==> src/rtl/tlatch_toggle_counter.sv <==
// Counts Q level changes over a window of WIN clocks and reports the count over valid/ready.
// Define TLATCH_TOGGLE_SYNC2_EN to pass Q through a 2-flop synchronizer (asynchronous Q).
module tlatch_toggle_counter #(
    parameter int unsigned W   = 8,
    parameter int unsigned WIN = 16
) (
    input  logic         clk,
    input  logic         rst,
    input  logic         Q,
    input  logic         start,
    output logic [W-1:0] count,
    output logic         count_valid,
    input  logic         count_ready,
    output logic         ovf,
    output logic         busy
);

    localparam int unsigned    TW        = (WIN > 1) ? $clog2(WIN) : 1;
    localparam logic [TW-1:0]  TimerLoad = TW'(WIN - 1);
    localparam logic [W-1:0]   CntMax    = '1;

    typedef enum logic [1:0] {StIdle, StCount, StReport} state_e;

    state_e        state_q, state_d;
    logic [W-1:0]  cnt_q, cnt_d;
    logic          cnt_ovf_q, cnt_ovf_d;
    logic [TW-1:0] timer_q, timer_d;
    logic [W-1:0]  count_q, count_d;
    logic          ovf_q, ovf_d;
    logic          q_s;
    logic          q_prev_q;
    logic          q_edge;

`ifdef TLATCH_TOGGLE_SYNC2_EN
    logic sync1_q, sync2_q;

    always_ff @(posedge clk) begin
        if (rst) begin
            sync1_q <= 1'b0;
            sync2_q <= 1'b0;
        end else begin
            sync1_q <= Q;
            sync2_q <= sync1_q;
        end
    end

    assign q_s = sync2_q;
`else
    logic samp_q;

    always_ff @(posedge clk) begin
        if (rst) begin
            samp_q <= 1'b0;
        end else begin
            samp_q <= Q;
        end
    end

    assign q_s = samp_q;
`endif

    assign q_edge = q_s ^ q_prev_q;

    always_comb begin
        state_d   = state_q;
        cnt_d     = cnt_q;
        cnt_ovf_d = cnt_ovf_q;
        timer_d   = timer_q;
        count_d   = count_q;
        ovf_d     = ovf_q;
        unique case (state_q)
            StIdle: begin
                if (start) begin
                    state_d   = StCount;
                    cnt_d     = '0;
                    cnt_ovf_d = 1'b0;
                    timer_d   = TimerLoad;
                end
            end
            StCount: begin
                if (q_edge) begin
                    if (cnt_q == CntMax) begin
                        cnt_ovf_d = 1'b1;
                    end else begin
                        cnt_d = cnt_q + W'(1);
                    end
                end
                timer_d = timer_q - TW'(1);
                // Last window cycle: its own edge is already folded into cnt_d.
                if (timer_q == '0) begin
                    state_d = StReport;
                    count_d = cnt_d;
                    ovf_d   = cnt_ovf_d;
                    timer_d = '0;
                end
            end
            StReport: begin
                if (count_ready) begin
                    state_d = StIdle;
                    if (start) begin
                        state_d   = StCount;
                        cnt_d     = '0;
                        cnt_ovf_d = 1'b0;
                        timer_d   = TimerLoad;
                    end
                end
            end
            default: state_d = StIdle;
        endcase
    end

    always_ff @(posedge clk) begin
        if (rst) begin
            state_q   <= StIdle;
            cnt_q     <= '0;
            cnt_ovf_q <= 1'b0;
            timer_q   <= '0;
            count_q   <= '0;
            ovf_q     <= 1'b0;
            q_prev_q  <= 1'b0;
        end else begin
            state_q   <= state_d;
            cnt_q     <= cnt_d;
            cnt_ovf_q <= cnt_ovf_d;
            timer_q   <= timer_d;
            count_q   <= count_d;
            ovf_q     <= ovf_d;
            q_prev_q  <= q_s;
        end
    end

    assign busy        = (state_q != StIdle);
    assign count_valid = (state_q == StReport);
    assign count       = count_q;
    assign ovf         = ovf_q;

endmodule
==> config.mk <==
export PLATFORM = sky130hd
export DESIGN_NAME = tlatch_toggle_counter
export DESIGN_NICKNAME = d
export VERILOG_FILES = /design/src/rtl/tlatch_toggle_counter.sv
export SDC_FILE = /design/constraint.sdc
export NUM_CORES = 1
export LEC_CHECK = 0
export ABC_CLOCK_PERIOD_IN_PS = 1300
export CAP_MARGIN = 20
export CORE_UTILIZATION = 51
export CTS_BUF_LIST = sky130_fd_sc_hd__clkbuf_8
export DETAILED_ROUTE_END_ITERATION = 10
export GPL_ROUTABILITY_DRIVEN = 0
export PLACE_DENSITY = 0.75
export SLEW_MARGIN = 20
export SYNTH_ARGS = -nofsm -noshare
export SYNTH_HDL_FRONTEND = slang
export SYNTH_SLANG_ARGS = --single-unit
export TNS_END_PERCENT = 50
==> constraint.sdc <==
create_clock -name clk -period 1.3 [get_ports clk]
set_input_delay 0.325 -clock clk [delete_from_list [all_inputs] [get_ports clk]]
set_output_delay 0.325 -clock clk [all_outputs]
set_load 0.005 [all_outputs]
==> results.md, run 1 <==
- Status: aborted with a tool error
- Failed at: global routing (5_1_grt)
- Error: [ERROR GRT-0232] Routing congestion too high. Check the congestion heatmap in the GUI.
- Asr flop ratio synth: 0
- Yosys cell types: 45
- # port buffers: 15
- Number of flops mapped to enable cells by yosys: 0
- Avg Synthesized Cell Area: between 8 and 9 sq um
- Type of pin the worst path ends at: register input
- DP Area: 1729 sq um
- # rows: 17
- Maximum number of pins on one net before global-route repair: 19
- Syn Nets: about 150
- Die Height: 51.36 um
- FF+latch count, synth: 26
- CTS H-tree depth: 1
- Initial Utilization: 0.5511
- Num Clock Sinks: 26
- Cells after Synth: 141
- Detailed placement HPWL: 2.444 mm
- CTS Buf Count: 3
- Bufs on Longest Clock Path: 2
- Total global routing overflow: 45
- I/O pin count: 16
- GR Util All Layers: 0.7221
- Yosys warns: 0
- Worst_ep grt: count[1]$_SDFFE_PP0P_/D
- Root Buffer: clkbuf_8
- Die W: roughly 51 um
- Dpl ws: -0.4572 ns
- Prevailing post-synth register cell: dfxtp_1
- Mapped Area: 1242 sq um
- Part of the Yosys area used for sequential elements: 0.4189
- Inst Count DP: 218
cell usage after synthesis (all sizes together) (2+ instances only):
cell | instances | area, sq um
o21ai | 4 | 20.01
nand2b | 6 | 37.54
xnor2 | 4 | 35.03
mux2i | 2 | 20.02
clkbuf | 2 | 7.510
a21oi | 5 | 25.02
a211oi | 4 | 35.03
a32o | 2 | 20.02
a31oi | 5 | 31.28
nor3 | 6 | 35.03
and2 | 2 | 12.51
nor2 | 16 | 60.06
inv | 5 | 18.77
nand3 | 6 | 35.03
a311oi | 2 | 17.52
nand2 | 10 | 37.54
a22o | 2 | 17.52
nand4 | 2 | 12.51
or3 | 2 | 12.51
nor2b | 5 | 33.78
nor4 | 3 | 31.28
o2bb2ai | 2 | 17.52
dfxtp | 26 | 520.5
o31ai | 3 | 22.52
logic make-up after synthesis:
kind of cell	after synthesis	share of synthesized area
buf+inv	9	0.03021
fa+ha+maj	1	0.01007
flops	26	0.4189
xor+xnor	5	0.04129
mux	2	0.01611
simple gates	62	0.2699
compound gates	36	0.2135
metal layers:
| layer | overflow | global-route usage |
|---|---|---|
| met1 | 3 | 0.7377 |
| met4 | 20 | 0.8739 |
| met2 | 22 | 0.9408 |
| met3 | 0 | 0.3899 |
| met5 | 0 | 0 |
through the flow:
stage	utilization	hold WS, ns
after floorplan	-	0.4532
after global placement	0.7669	0.4600
after detailed placement	0.7669	0.4753
after CTS	0.9057	0.4827
timing repair:
item,4_1_cts
pin swaps,23
hold buffers,0
setup endpoints to repair,34
setup buffers,10
gates resized for setup,72
==> run 2: changes to the inputs <==
Settings changed: ABC_CLOCK_PERIOD_IN_PS 1300 to 1700, CORE_AREA from default to 2 2 63 65, CORE_UTILIZATION 51 to default, CTS_BUF_LIST sky130_fd_sc_hd__clkbuf_8 to default, DIE_AREA from default to 0 0 65 67, PLACE_DENSITY 0.75 to default, PLACE_DENSITY_LB_ADDON from default to 0.15.
Clock period 1.3 ns to 1.7 ns, I/O delays scaled along.
==> results.md, run 2 <==
- CTS H-tree depth: 1 (unchanged)
- Commonest cells after routing, fill and taps aside: dfxtp_1, nor2_1, clkdlybuf4s50_1
- Min-Delay Path Class: register to register
- Part of the Yosys area used for sequential elements: 0.4189 (unchanged)
- WL per Instance: 14.15 um
- R2R depth: 5
- Design Area, Final: roughly 1600 sq um
- Yosys warns: 0 (unchanged)
- Top cells by count, synth: dfxtp_1, nor2_1, nand2_1, nand2b_1
- Asr flop ratio synth: 0 (unchanged)
- Bufs on Longest Clock Path: 2 (unchanged)
- Combinational family with the most area after synthesis: simple AND/OR/NAND/NOR gates
- Clock Pin Slew Worst Setup and Hold Paths: 0.08 ns
- First-pass GRT wire length: just under 5 mm
- I/O pin count: 16 (unchanged)
- Max Clock Freq: 612.6 MHz
- Yosys cell types: 45 (unchanged)
- WS Path Type: register to register
- Setup_tns: 0 ns
- Initial antenna violation count: 0
- Syn Nets: 147 (unchanged)
- CTS Buf Count: 3 (unchanged)
- Die area: 4355 sq um
- Total global routing overflow: 0
- CP Capture Type: register
- Critical register-to-register path startpoint: cnt_q[0]
- Hold Buf Count CTS: 0 (unchanged)
- Status: finished clean
- Initial Utilization: 0.3446 (-0.2065)
- Prevailing post-synth register cell: dfxtp_1
- Cells after Synth: 141 (unchanged)
- Rel. slew slack: 0.5251
- Worst EP required: 1.85 ns
- Worst setup SP type: register
- Maximum number of pins on one net before global-route repair: 19
- Endpoints failing setup: 0
- DP Area: 1518 sq um (-12%)
- Die Height: 67 um (+30%)
- Avg Synthesized Cell Area: 8.812 sq um (unchanged)
- Post-route clock skew: 0.003685 ns
- Fraction of layout cells with a size suffix above 1: 0.1697
- Most common cell after layout, fill and taps aside: dfxtp_1
- Endpoints failing hold: 0
- Total Power: 1.236 mW
- R2R Path End: cnt_q[4]
- # rows: 22 (+5)
- Final WL: 3.013 mm
- # nets final: 173
- GR Util All Layers: 0.1472
- Final core utilization: 0.4455
- Critical path arrival: 1.79 ns
- Layout area overhead: 29.31%
- Final min period: 1.632 ns
- Share of the synthesized area in the top cell type: 0.4189 (unchanged)
- Flop-to-flop setup slack: 0.07 ns
- FF+latch count, synth: 26 (unchanged)
- CTS tree: yes
- Vias in the first global route: 1,008
- Core ar.: 3606 sq um
- Crit path to: cnt_q[4]
- Worst hold slack: about 0.48 ns
- Mux cell area share after synthesis: 0.01611 (unchanged)
- # Post-CTS Setup Buffers: 0 (-10)
- Final worst-path cycle share: 0.9602
- Adder-Cell Fraction of Synth Area: 0.01007 (unchanged)
- Final Slew Violations: 0
- Via count: 1,145
- Residual DRC: 0
- DRT antenna net count: 0
- # port buffers: 15 (unchanged)
- Peak supply drop: 0.3929 mV
- Initial drt markers: 53
- First-pass iteration count of the detailed router: 4
- XOR/XNOR share of the synthesized area: 0.04129 (unchanged)
- N_diodes: 0
- Root Buffer: clkbuf_8
- Die W: 65 um (+27%)
- Crit path max fanout: 5
- Synth area leader: dfxtp_1
- Number of flops mapped to enable cells by yosys: 0 (unchanged)
- Top-count cell post-synth: dfxtp_1
- Pwr dens: between 700 and 800 nW/um^2
- Ranking of synthesized cells by area: dfxtp_1, nor2_1, nand2_1, nand2b_1, xnor2_1
- Slew @ Worst Pin: 0.7124 ns
- Via-to-Cell Ratio: 5.376
- Compound-Gate Fraction of Synth Area: 0.2135 (unchanged)
- Num Clock Sinks: 26 (unchanged)
- Mapped Area: 1242 sq um (unchanged)
- Synth Area in Simple Gates: 0.2699 (unchanged)
- Worst-Skew Late Latency: 0.27 ns
- Max-cap violations: 0
- Detailed placement HPWL: 2.219 mm (-9.2%)
- Setup crit start: cnt_q[0]
- Leak: between 0.5 and 0.6 nW
-- run 2: cell counts after synthesis --
Identical to the previous run, type by type.
-- run 2: per-stage QoR --
| step | setup WS, ns | std cells |
|---|---|---|
| floorplan | 0.2786 | 141 |
| global placement | -0.1423 | 210 |
| global route | -0.001114 | 213 |
| finish | 0.06769 | 213 |
| CTS | -0.01773 | 213 |
| detailed placement | -0.1705 | 210 |
-- run 2: kinds of logic after synthesis --
family,after synthesis
mux,2
xor+xnor,5
buf+inv,9
compound gates,36
flops,26
fa+ha+maj,1
simple gates,62
-- run 2: cell type report --
class / count / area, sq um
multi-input combinational: 106 / 728.2
inverter: 6 / 22.52
clock buffer: 3 / 41.29
timing repair buffer: 24 / 227.7
tap: 48 / 60.06
sequential: 26 / 526.8
fill: 377 / 1999
-- run 2: where the power goes --
group          leakage (nW)  total, mW  switching [mW]  internal (mW)
Sequential            0.213      0.675          0.0342          0.640
Clock                0.0216      0.339           0.180          0.159
Combinational         0.314      0.223           0.111          0.112
Total                 0.549       1.24           0.325          0.911
-- run 2: what timing repair did --
item                                    4_1_cts  5_1_grt
endpoints found under the setup margin        4       10
pin swaps                                     0        0
resized for setup                             7        7
-- run 2: how the worst min path moves through the flow --
stage	startpoint	to	slack, ns	cells past startpoint
6_report	count[7]	count[7]	0.48	2
5_1_grt	ovf	ovf	0.52	2
4_1_cts	count[7]	count[7]	0.48	2
3_5_place_dp	count[7]	count[7]	0.46	2
3_3_place_gp	count[7]	count[7]	0.46	2
2_1_floorplan	count[7]	count[7]	0.46	2
-- run 2: critical path: stages (launching register included) --
cell and delay (ns):
dfxtp_1 0.41, ha_4 0.19, nand2_1 0.13, or3_1 0.41
mux2i_2 0.27, o2bb2ai_1 0.11
-- run 2: metal layers --
metal	routed length (um)	track usage	vias up
met5	0	0	-
met4	22	0.02394	0
met3	102	0.03547	4
met2	1450	0.2461	25
met1	1439	0.1947	544
li1	-	-	572
(Power assumes the default switching activity.)
==> patch, RTL diff (settings of run 2) <==
The 3 states of `state_e` get a one-hot encoding in 3 bits.
--- a/src/rtl/tlatch_toggle_counter.sv
+++ b/src/rtl/tlatch_toggle_counter.sv
@@ -20,5 +20,5 @@
     localparam logic [W-1:0]   CntMax    = '1;
 
-    typedef enum logic [1:0] {StIdle, StCount, StReport} state_e;
+    typedef enum logic [2:0] {StIdle = 3'b001, StCount = 3'b010, StReport = 3'b100} state_e;
 
     state_e        state_q, state_d;
Function: same outputs for any inputs over 10 cycles, from zero or initial values and one cycle with rst high; not proved beyond that.
==> patch against run 2 <==
  * Sequential cell count is 1 higher
  * Routed wire length up 17%
  * Area after synthesis rose by 18%
  * Total power rose by 2.9%
  * Final area is 19% higher
  * Sequential share of layout area shrank 4.0 points
  * Setup slack worse by 0.044 ns
  * Clock power grew 5.9%
  * Highest routed layer unchanged
==> patch: results (changes against run 2) <==
Yosys
  • Synth area leaders: dfxtp_1 37%, a21oi_1 4.8%, nand2_1 3.1%
  • Register bit total from synthesis: 27 (+3.8%)
  • Post-synthesis sequential area ratio: 0.368 (-0.0513)

Final layout
  • Multi-input gates: 128 (+21%)
  • # nets final: 213 (+23%)
  • Non-filler instance count after layout: 254 (+19%)
  • Area occupied by multi-input gates: 892 µm² (+23%)
  • Non-clk invs: 8 (+2)
  • Share of cells above drive strength 1: 0.228 (+0.0585)
  • NonClk Buf Share: 0.174 (+0.0319)
  • CLK BUF: 4 (+1)

Timing
  • Max transition margin: 0.658 (+0.133)
  • Final Skew: 0.00278 ns (-0.000908 ns)

Critical path
  • Critical path startpoint: state_q[1]
  • Slowest cell on the critical path: dfxtp_4
  • R2R cell count: 6 (+1)
  • CP max FO: 7 (+2)
  • CP Capture Point: busy
  • Worst reg2reg startpoint: state_q[0]
  • Top delay family on crit path: flip-flops
  • Reg2Reg Capture Point: count[7]
  • R2r setup slk: 0.14 ns (+0.07 ns)

Drt
  • Met1 WL: 1620 µm (+12%)
  • Vias per std cell: 5.69 (+5.8%)
  • DR WL met3: 151 µm (+48%)
  • Final WL: 3520 µm (+17%)
  • DR WL met2: 1710 µm (+18%)

Min path
  • WHS Endpoint: count[2]

Clocking
  • Post-CTS Resized: 8 (+1)

GRT
  • Met2 Usage GRT: 0.300 (+0.0541)
  • Number of global-route vias before repair: 1327 (+32%)

Status
  • Status: finished, final reports clean

Placed design
  • Pre-CTS WS: -0.242 ns (-0.0715 ns)
  • DP HPWL: 2680 µm (+21%)

Power and ir drop
  • Total leakage power: 0.680 nW (+24%)
patch: cell types whose count changed in the layout (fill, tap and decap cells not counted), moves of 4 or more:
cell	change
nand2b_1	-4
o21ai_0	+5
nor2_1	-6
a21oi_1	+9
buf_4	+16
patch: cells by family after synthesis:
| logic type | synth area share |
|---|---|
| simple gates | 0.283 |
| flops | 0.368 |
| fa+ha+maj | 0.00851 |
| buf+inv | 0.0468 |
| xor+xnor | 0.0230 |
| compound gates | 0.271 |
patch: power groups by stage:
| stage | sequential (mW) | combinational (mW) | clock, mW |
|---|---|---|---|
| 6_report | 0.682 | 0.231 | 0.359 |
| 4_1_cts | 0.682 | 0.227 | 0.375 |
| 2_1_floorplan | 0.693 | 0.138 | 0 |
| 3_3_place_gp | 0.697 | 0.219 | 0 |
| 3_5_place_dp | 0.699 | 0.223 | 0 |
| 5_1_grt | 0.686 | 0.251 | 0.395 |
